===== src/rtl/y86_bus_arbiter.sv =====
// Two-requester (CPU, DMA) arbiter for a single shared memory bus.
// Fixed-latency accesses with WAIT_STATES extra cycles; round-robin on contention.
module y86_bus_arbiter #(
    parameter int WAIT_STATES = 1
) (
    input  logic        clk,
    input  logic        rst,
    input  logic        cpu_req,
    input  logic        cpu_we,
    input  logic [31:0] cpu_addr,
    input  logic [31:0] cpu_wdata,
    output logic [31:0] cpu_rdata,
    output logic        cpu_ack,
    input  logic        dma_req,
    input  logic        dma_we,
    input  logic [31:0] dma_addr,
    input  logic [31:0] dma_wdata,
    output logic [31:0] dma_rdata,
    output logic        dma_ack,
    output logic [31:0] bus_A,
    output logic [31:0] bus_out,
    input  logic [31:0] bus_in,
    output logic        bus_WE,
    output logic        bus_RE,
    output logic [1:0]  grant,
    output logic [1:0]  dbg_state
);

    localparam logic [3:0] WS = 4'(WAIT_STATES);

    typedef enum logic [1:0] {
        IDLE   = 2'd0,
        ACCESS = 2'd1,
        DONE   = 2'd2
    } state_t;

    state_t      state, state_nxt;
    logic [31:0] lat_addr;
    logic [31:0] lat_wdata;
    logic        lat_we;
    logic [1:0]  owner;
    logic        last_dma;
    logic [3:0]  cnt;
    logic        pick_cpu;
    logic        pick_dma;

    // CPU wins unless DMA also asks and CPU won the previous grant.
    always_comb begin
        pick_cpu = cpu_req && (!dma_req || last_dma);
        pick_dma = dma_req && !pick_cpu;
    end

    always_comb begin
        state_nxt = state;
        case (state)
            IDLE:    if (cpu_req || dma_req) state_nxt = ACCESS;
            ACCESS:  if (cnt == 4'd0) state_nxt = DONE;
            DONE:    state_nxt = IDLE;
            default: state_nxt = IDLE;
        endcase
    end

    always_ff @(posedge clk or negedge rst) begin
        if (!rst) begin
            state     <= IDLE;
            lat_addr  <= '0;
            lat_wdata <= '0;
            lat_we    <= 1'b0;
            owner     <= 2'b00;
            last_dma  <= 1'b1;
            cnt       <= '0;
            cpu_rdata <= '0;
            dma_rdata <= '0;
        end else begin
            state <= state_nxt;
            case (state)
                IDLE: begin
                    if (pick_cpu) begin
                        lat_addr  <= cpu_addr;
                        lat_wdata <= cpu_wdata;
                        lat_we    <= cpu_we;
                        owner     <= 2'b01;
                        last_dma  <= 1'b0;
                        cnt       <= WS;
                    end else if (pick_dma) begin
                        lat_addr  <= dma_addr;
                        lat_wdata <= dma_wdata;
                        lat_we    <= dma_we;
                        owner     <= 2'b10;
                        last_dma  <= 1'b1;
                        cnt       <= WS;
                    end
                end
                ACCESS: begin
                    if (cnt == 4'd0) begin
                        // Read data is sampled on the last strobe cycle.
                        if (!lat_we) begin
                            if (owner[0]) cpu_rdata <= bus_in;
                            else          dma_rdata <= bus_in;
                        end
                    end else begin
                        cnt <= cnt - 4'd1;
                    end
                end
                DONE:    owner <= 2'b00;
                default: owner <= 2'b00;
            endcase
        end
    end

    always_comb begin
        bus_A   = '0;
        bus_out = '0;
        bus_WE  = 1'b0;
        bus_RE  = 1'b0;
        grant   = 2'b00;
        cpu_ack = 1'b0;
        dma_ack = 1'b0;
        case (state)
            ACCESS: begin
                bus_A   = lat_addr;
                bus_out = lat_wdata;
                bus_WE  = lat_we;
                bus_RE  = !lat_we;
                grant   = owner;
            end
            DONE: begin
                grant   = owner;
                cpu_ack = owner[0];
                dma_ack = owner[1];
            end
            default: ;
        endcase
    end

    assign dbg_state = state;

endmodule


===== config.mk =====
export PLATFORM = sky130hd
export DESIGN_NAME = y86_bus_arbiter
export DESIGN_NICKNAME = d
export VERILOG_FILES = /design/src/rtl/y86_bus_arbiter.sv
export SDC_FILE = /design/constraint.sdc
export NUM_CORES = 1
export LEC_CHECK = 0
export BUFFER_PORTS_ARGS = -buffer_cell sky130_fd_sc_hd__buf_2
export CAP_MARGIN = 10
export CORE_AREA = 2 2 116 118
export CTS_CLUSTER_SIZE = 12
export DETAILED_ROUTE_END_ITERATION = 12
export DIE_AREA = 0 0 118 120
export PLACE_DENSITY = 0.88
export RECOVER_POWER = 25
export SYNTH_ARGS = -nofsm -noshare
export SYNTH_HDL_FRONTEND = slang
export SYNTH_SLANG_ARGS = --single-unit

===== constraint.sdc =====
create_clock -name clk -period 5.8 [get_ports clk]
set_input_delay 0.58 -clock clk [delete_from_list [all_inputs] [get_ports clk]]
set_output_delay 0.58 -clock clk [all_outputs]
set_load 0.05 [all_outputs]

==> Word-level counts from Yosys, hierarchy flattened <==
Cells that the tools add are included.
{ "op_classes": {"addsub": 1, "n_eq_ne": 6, "mux": 25, "bitwise_logic": 3, "reduce_logical": 18} }
{ "op_table": {"columns": ["op", "n"], "rows": [
  ["2-to-1 mux 32 bit", 6],
  ["2-to-1 mux 4 bit", 3],
  ["2-to-1 mux 2 bit", 5],
  ["2-to-1 mux 1 bit", 8],
  ["case mux 2 bit (2 select lines)", 2],
  ["case mux 4 bit (2 select lines)", 1],
  ["AND reduction 4 bit", 2],
  ["!= test 2 bit (second input constant)", 3],
  ["AND reduction 2 bit", 3],
  ["logical NOT 4 bit", 1],
  ["nonzero test 2 bit", 2],
  ["subtractor 4 x 1 -> 4 bit (second input constant)", 1],
  ["logical NOT 1 bit", 3],
  ["!= test 3 bit (second input constant)", 1],
  ["inverter 1 bit", 3],
  ["AND reduction 3 bit", 1],
  ["== test 2 x 1 -> 1 bit (second input constant)", 1],
  ["== test 2 bit (second input constant)", 1],
  ["logical AND 1 bit", 2],
  ["logical NOT 2 bit", 1],
  ["logical OR 1 bit", 2],
  ["OR reduction 2 bit", 1]
]} }
{ "totals": {"regBits": 138, "word_cells": 62} }

==> Longest topological paths before layout <==
Gate-level depths: netlist of the first run.
{ "depth": {"ltp_word": 8, "depth_mapped": 8, "mapped_depth_nobuf": 5} }

==> Worst setup path after synthesis of the first run <==
Ideal clock, no wire load.
{ "synth_path": {"path_kind": "register to output", "start": "register state[0] (netlist: dbg_state[0])", "end": "output port bus_A[16]", "t_arrival_ns": 1.849, "required_time_ns": 5.220, "path_slack_ns": 3.371, "path_stages_with_launch": 5, "n_path_buf": 2, "cell_sequence": "dfrtp_1 -> ha_1 -> clkbuf_1 -> clkbuf_1 -> and2_1"} }
{ "synth_via": {"elab_chain_cells": 2} }
{ "synth_rtl": {"columns": ["element", "line_no", "text"], "rows": [
  ["start, declared", "37", "state_t state, state_nxt;"],
  ["start signal, assigned", "75", "state <= state_nxt;"],
  ["== test 2 x 1 -> 1 bit", "119", "case (state)"],
  ["2-to-1 mux 32 bit", "119", null],
  ["end, declared", "20", "output logic [31:0] bus_A,"]
]} }
No other way between the ends.

==> Final worst setup path of the first run <==
{ "layout_path": {"start": "register state[1] (netlist: dbg_state[1])", "end": "output port bus_RE"} }
{ "layout_via": {"elab_chain_cells": 2} }
{ "layout_rtl": {"columns": ["element", "line_no", "text"], "rows": [
  ["== test 2 x 1 -> 1 bit", "119", null],
  ["2-to-1 mux 1 bit", "119", null],
  ["end, declared", "24", "output logic bus_RE,"]
]} }
No other way between the ends.

==> results.sh, run 1 <==
export IMPL_status="finished clean"
export IMPL_switching_power_uw=3000
export IMPL_post_drt_wl_per_cell_um=18.1
export IMPL_die_w_um=118
export IMPL_syn_inst=496
export IMPL_reg2reg_to="dma_rdata[30]"
export IMPL_fmax_mhz=323
export IMPL_grt_total_usage_pct=24.9
export IMPL_crit_chain="inv_1 -> ha_2 -> buf_4 -> clkinv_1 -> nor2_1 -> buf_2"
export IMPL_gp_congestion=0.804
export IMPL_worst_slew_pin_slew_ns=1.10
export IMPL_finalWirelength_mm=17.6
export IMPL_grt_pass1_wl_mm=27.4
export IMPL_internal_power_uw=3140
export IMPL_synth_edf_count=0
export IMPL_antenna_found_initial=3
export IMPL_hp_class="primary input to asynchronous set/reset pin"
export IMPL_rsz0062_at_grt="false"
export IMPL_critical_path_buf_inv_count=4
export IMPL_sw_frac_of_total_pct=48.8
export IMPL_setup_slack_ns=2.70
export IMPL_ys_warn_count=0
export IMPL_path_clk_slew_ns=0.06
export IMPL_cts_buffer_depth=2
export IMPL_rr_startpoint="dbg_state[1]"
export IMPL_dp_hpwl_mm=12.4
export IMPL_required_ns=5.22
export IMPL_slowest_delay_ns=0.49
export IMPL_arrival_ns=2.52
export IMPL_io_buffer_count=301
export IMPL_ys_ff_latch=138
export IMPL_vdd_drop_max_v=0.000347
export IMPL_combPwrFrac_pct=54.4
export IMPL_cp_end_kind="output port"
export IMPL_critPathLaunchType="register"
export IMPL_skew_ns=0.00980
export IMPL_ys_flop_type="dfrtp_1"
export IMPL_grt_overflow=0
export IMPL_max_slew_margin_rel_pct=26.8
export IMPL_final_cell_mix="265 x buf_2, 137 x dfrtp_1, 134 x and2_1"
export IMPL_grt_max_degree=76
export IMPL_clock_sinks=138
export IMPL_final_max_slew_viol_count=0
export IMPL_root_buffer="clkbuf_16"
export IMPL_power_density_nw_per_um2=719
export IMPL_finalSetupViolations=0
export IMPL_rrSetupSlack_ns=2.71
export IMPL_criticalPathCategory="register to output port"
export IMPL_vias_per_cell=5.32
export IMPL_fin_crit_ns=3.10
export IMPL_synth_area_sq_um=6370
export IMPL_ys_async_sr_fraction_pct=100
export IMPL_drtAntennaViolNets=0
export IMPL_ios=302
export IMPL_die_y_um=120
export IMPL_ff2ff_path_depth=6
export IMPL_clkPwrFrac_pct=17.8
export IMPL_fp_row_count=42
export IMPL_worst_hold_slack_ns=0.155
export IMPL_cts_htree_levels=4
export IMPL_postCtsSetupBuffers=0
export IMPL_setup_tns_ns=0
export IMPL_total_power_uw=6140
export IMPL_worst_path_max_fanout=75
export IMPL_initial_core_util_pct=49.1
export IMPL_via_count=5177
export IMPL_yosysSeqAreaShare_pct=54.2
export IMPL_cts_buffers=17
export IMPL_cp_slowest_cell="buf_4"
export IMPL_first_pass_iters=4
export IMPL_final_layout_size_suffix_gt1_share_pct=46.9
export IMPL_critical_path_top_delay_family="buffers and inverters"
export IMPL_clock_latency_ns=0.41
export IMPL_dieArea_sq_um=14200
export IMPL_drv_cap=0
export IMPL_final_common_cell="buf_2"
export IMPL_drc=0
export IMPL_ctsResizeCount=0
export IMPL_cts_tree="done"
export IMPL_final_util_pct=65.8
export IMPL_nNetsFinal=955
export IMPL_p_leak_uw=0.00434
export IMPL_area_growth_pct=34.0
export IMPL_hold_buffers=0
export IMPL_hold_viol=0
export IMPL_drt_iter0_drc=337
export IMPL_syn_avg_cell_area_sq_um=12.8
export IMPL_period_share_pct=53.4
export IMPL_pwr_share_seq_pct=27.8
export IMPL_first_global_vias=5259
export IMPL_core_sq_um=13000
export IMPL_dpl_worst_slack_ns=2.75
export IMPL_ys_types=44
export IMPL_syn_nets=667
registers in the layout, indices dropped and copies added, names as in the netlist:
register   cells
lat_addr      32
dma_rdata     32
dbg_state      2
cnt            4
owner          2
cpu_rdata     32
lat_wdata     32
lat_we         1
last_dma       1
power groups by stage:
| stage | sequential, uW | clock (uW) | combinational (uW) |
|---|---|---|---|
| after floorplan | 2450 | 0 | 1840 |
| after global placement | 1690 | 0 | 3310 |
| after CTS | 1700 | 1120 | 3390 |
| after global routing | 1760 | 1160 | 3500 |
| after detailed placement | 1690 | 0 | 3380 |
| final | 1710 | 1090 | 3340 |
through the flow:
stage	cell area, sq um	cells
global placement	7980	941
floorplan	6370	496
CTS	8580	973
detailed placement	7980	941
global route	8540	974
finish	8540	974
worst max path at each step:
stage	from	end	slack, ns	depth (start not counted)
6_report	dbg_state[1]	bus_RE	2.70	6
5_1_grt	dbg_state[1]	bus_RE	2.55	6
4_1_cts	dbg_state[1]	bus_RE	2.68	6
3_5_place_dp	dbg_state[1]	dma_rdata[19]	2.75	6
3_3_place_gp	dbg_state[1]	dma_rdata[22]	2.84	6
2_1_floorplan	dbg_state[0]	bus_A[16]	3.37	4
metal layers:
metal  up-vias  share of wire (%)  GRT usage [%]
met3        24                7.4           7.27
met2       265                 51           41.2
met1      2515                 41           30.9
li1       2371                  -              -
met4         2                1.5           9.49
met5         -              0.028              0
logic make-up after synthesis:
kind of cell,share of synthesized area [%]
fa+ha+maj,0.982
flops,54.2
mux,13.1
buf+inv,3.67
compound gates,12.5
simple gates,15.5
area by class of cell:
| type | instances | area (sq um) |
|---|---|---|
| multi-input cells | 312 | 2720 |
| fillers | 1032 | 4440 |
| flip-flops and latches | 138 | 3450 |
| repair buffers | 307 | 1510 |
| diodes | 1 | 2.50 |
| inverters | 8 | 30.0 |
| clock inverters | 14 | 171 |
| clock buffers | 18 | 429 |
| well taps | 176 | 220 |
cells in the mapped netlist, types with 2 or more instances:
master / n / area, sq um
nor3b_1: 2 / 15.0
a221o_1: 65 / 651
nor4_1: 2 / 12.5
o21ai_0: 5 / 25.0
inv_1: 7 / 26.3
and2_1: 134 / 838
buf_1: 4 / 15.0
nand3_1: 2 / 10.0
buf_2: 4 / 20.0
dfrtp_1: 137 / 3430
nor2b_1: 2 / 12.5
a21oi_1: 3 / 15.0
buf_12: 3 / 60.1
nor2_1: 3 / 11.3
o2111ai_1: 2 / 17.5
mux2_4: 30 / 450
nand2b_1: 2 / 12.5
mux2_2: 32 / 360
ha_1: 5 / 62.6
mux2_1: 2 / 22.5
clkbuf_1: 26 / 97.6
a211oi_1: 2 / 15.0
No activity file was read; power rests on OpenSTA's default activity.
==> inputs of run 2 (changes only) <==
- CORE_AREA: 2 2 116 118 -> 2 2 108 136
- DIE_AREA: 0 0 118 120 -> 0 0 110 138
- PLACE_DENSITY: 0.88 -> 0.83
- clock period: 5.8 -> 2.87 ns (I/O delays scaled with it)
==> run 2 against run 1 <==
The run now ends with max-capacitance violations, max-slew violations left. Non-clock buffer count grew 3. Design area increased by 1.8%. Sequential cell count unchanged. Core utilization down 3.9 points. Global-route usage is 1.2 points lower. Largest power group unchanged. Largest cell class unchanged. Register-to-register slack got worse by 2.4 ns. Via count grew 0.71%.
==> results.sh, run 2 (synthesized netlist as in run 1, its figures left out) <==
export IMPL_cp_end_kind="register"
export IMPL_combPwrFrac_pct=54.3
export IMPL_grt_pass1_wl_mm=27.4
export IMPL_critPathLaunchType="register"
export IMPL_grt_overflow=0
export IMPL_dieArea_sq_um=15200
export IMPL_rsz0062_at_grt="false"
export IMPL_nNetsFinal=958
export IMPL_fin_cells=983
export IMPL_fmax_mhz=391
export IMPL_criticalPathCategory="register to register"
export IMPL_pwr_share_seq_pct=27.1
export IMPL_vdd_drop_max_v=0.00100
export IMPL_path_clk_slew_ns=0.06
export IMPL_final_util_pct=61.9
export IMPL_worst_path_max_fanout=32
export IMPL_required_ns=3.17
export IMPL_dp_cells=945
export IMPL_grt_total_usage_pct=23.6
export IMPL_violations="max-capacitance violations, max-slew violations"
export IMPL_drv_cap=1
export IMPL_final_cell_mix="300 x buf_2, 137 x dfrtp_1, 134 x and2_1"
export IMPL_ios=302
export IMPL_final_common_cell="buf_2"
export IMPL_initial_core_util_pct=45.4
export IMPL_p_leak_uw=0.00449
export IMPL_hp_class="primary input to register"
export IMPL_post_drt_wl_per_cell_um=18.4
export IMPL_drc=0
export IMPL_cp_slowest_cell="or4_4"
export IMPL_grt_max_degree=81
export IMPL_clock_latency_ns=0.42
export IMPL_skew_ns=0.00942
export IMPL_final_layout_size_suffix_gt1_share_pct=51.4
export IMPL_area_growth_pct=36.4
export IMPL_startpoint="cnt[0]"
export IMPL_multi_input_area_sq_um=2720
export IMPL_root_buffer="clkbuf_16"
export IMPL_die_w_um=110
export IMPL_clkPwrFrac_pct=18.7
export IMPL_fp_row_count=49
export IMPL_hold_viol=0
export IMPL_seqCellArea_sq_um=3450
export IMPL_max_slew_margin_rel_pct=-5.51
export IMPL_use_met2_pct=36.9
export IMPL_fin_crit_ns=2.56
export IMPL_dpl_worst_slack_ns=0.338
export IMPL_grt_use_met3_pct=8.96
export IMPL_first_global_vias=5273
export IMPL_via_count=5214
export IMPL_cts_tree="done"
export IMPL_final_max_slew_viol_count=29
export IMPL_internal_power_uw=6560
export IMPL_dp_hpwl_mm=12.6
export IMPL_cts_buffer_depth=2
export IMPL_rr_startpoint="cnt[0]"
export IMPL_worst_slew_pin_slew_ns=1.58
export IMPL_first_pass_iters=4
export IMPL_sw_frac_of_total_pct=48.2
export IMPL_use_met1_pct=29.8
export IMPL_setup_tns_ns=0
export IMPL_crit_chain="inv_1 -> ha_1 -> or3b_1 -> or4_4 -> mux2_4"
export IMPL_cts_htree_levels=4
export IMPL_die_y_um=138
export IMPL_gp_congestion=0.803
export IMPL_ctsResizeCount=0
export IMPL_clock_sinks=138
export IMPL_power_density_nw_per_um2=1460
export IMPL_cts_buffers=17
export IMPL_antenna_found_initial=4
export IMPL_drt_iter0_drc=289
export IMPL_drtAntennaViolNets=0
export IMPL_status="finished, violations left"
export IMPL_setup_slack_ns=0.310
export IMPL_period_share_pct=89.2
export IMPL_fillers=1093
export IMPL_arrival_ns=2.86
export IMPL_slowest_delay_ns=0.77
export IMPL_finalWirelength_mm=18.1
export IMPL_grt_busiest_layer="met2"
export IMPL_core_sq_um=14000
export IMPL_finalSetupViolations=0
export IMPL_vias_per_cell=5.30
export IMPL_switching_power_uw=6110
export IMPL_hp_start="dma_wdata[10]"
export IMPL_io_buffer_count=301
-- run 2: power groups by stage --
stage	clock network (uW)	registers [uW]	logic [uW]
after floorplan	0	4950	3720
after global routing	2490	3550	7270
final	2360	3430	6880
after CTS	2410	3430	6930
after global placement	0	3410	6770
after detailed placement	0	3430	6910
-- run 2: cell type report --
| type | count | area share [%] |
|---|---|---|
| Tap cell | 178 | 2.56 |
| Sequential cell | 138 | 39.7 |
| Antenna cell | 5 | 0.144 |
| Clock buffer | 17 | 4.89 |
| Timing Repair Buffer | 310 | 18.6 |
| Clock inverter | 15 | 2.46 |
| Inverter | 8 | 0.345 |
| Multi-Input combinational cell | 312 | 31.3 |
-- run 2: worst paths after layout --
| check | endpoint | slack [ns] | depth (start not counted) |
|---|---|---|---|
| setup / recovery | dma_rdata[15] | 0.31 | 5 |
| hold / removal | lat_wdata[10] | 0.09 | 2 |
| setup reg to reg | dma_rdata[15] | 0.31 | 5 |
| hold reg to reg | last_dma | 0.49 | 2 |
| max in group asynchronous | cpu_rdata[12] | 0.61 | 3 |
| min in group asynchronous | dma_rdata[13] | 0.83 | 2 |
-- run 2: worst max-delay path: cells and delay by family (launching register included) --
family / cells / cell delay [ns]
adder cells (fa/ha/maj): 1 / 0.21
AND/OR/NAND/NOR: 2 / 1.29
buffers and inverters: 1 / 0.13
flip-flops: 1 / 0.40
multiplexers: 1 / 0.40
-- run 2: timing repair --
action / in CTS / in global routing
hold buffers: 1 / 0
setup buffers: 0 / 0
hold endpoints to repair: 26 / 0
-- run 2: per-layer routing --
metal  routed length, um  vias up
met4                 316        0
met5                   0        -
met1                7330     2544
met3                1880       22
met2                8540      264
li1                    -     2384
-- run 2: per-stage QoR --
step                total power, uW  cell area (sq um)  hold WS, ns
CTS                           12800               8700       0.0765
global placement              10200               8050        0.177
finish                        12700               8690       0.0940
detailed placement            10300               8050        0.177
global route                  13300               8680       0.0769
floorplan                      8660               6370     -0.00859
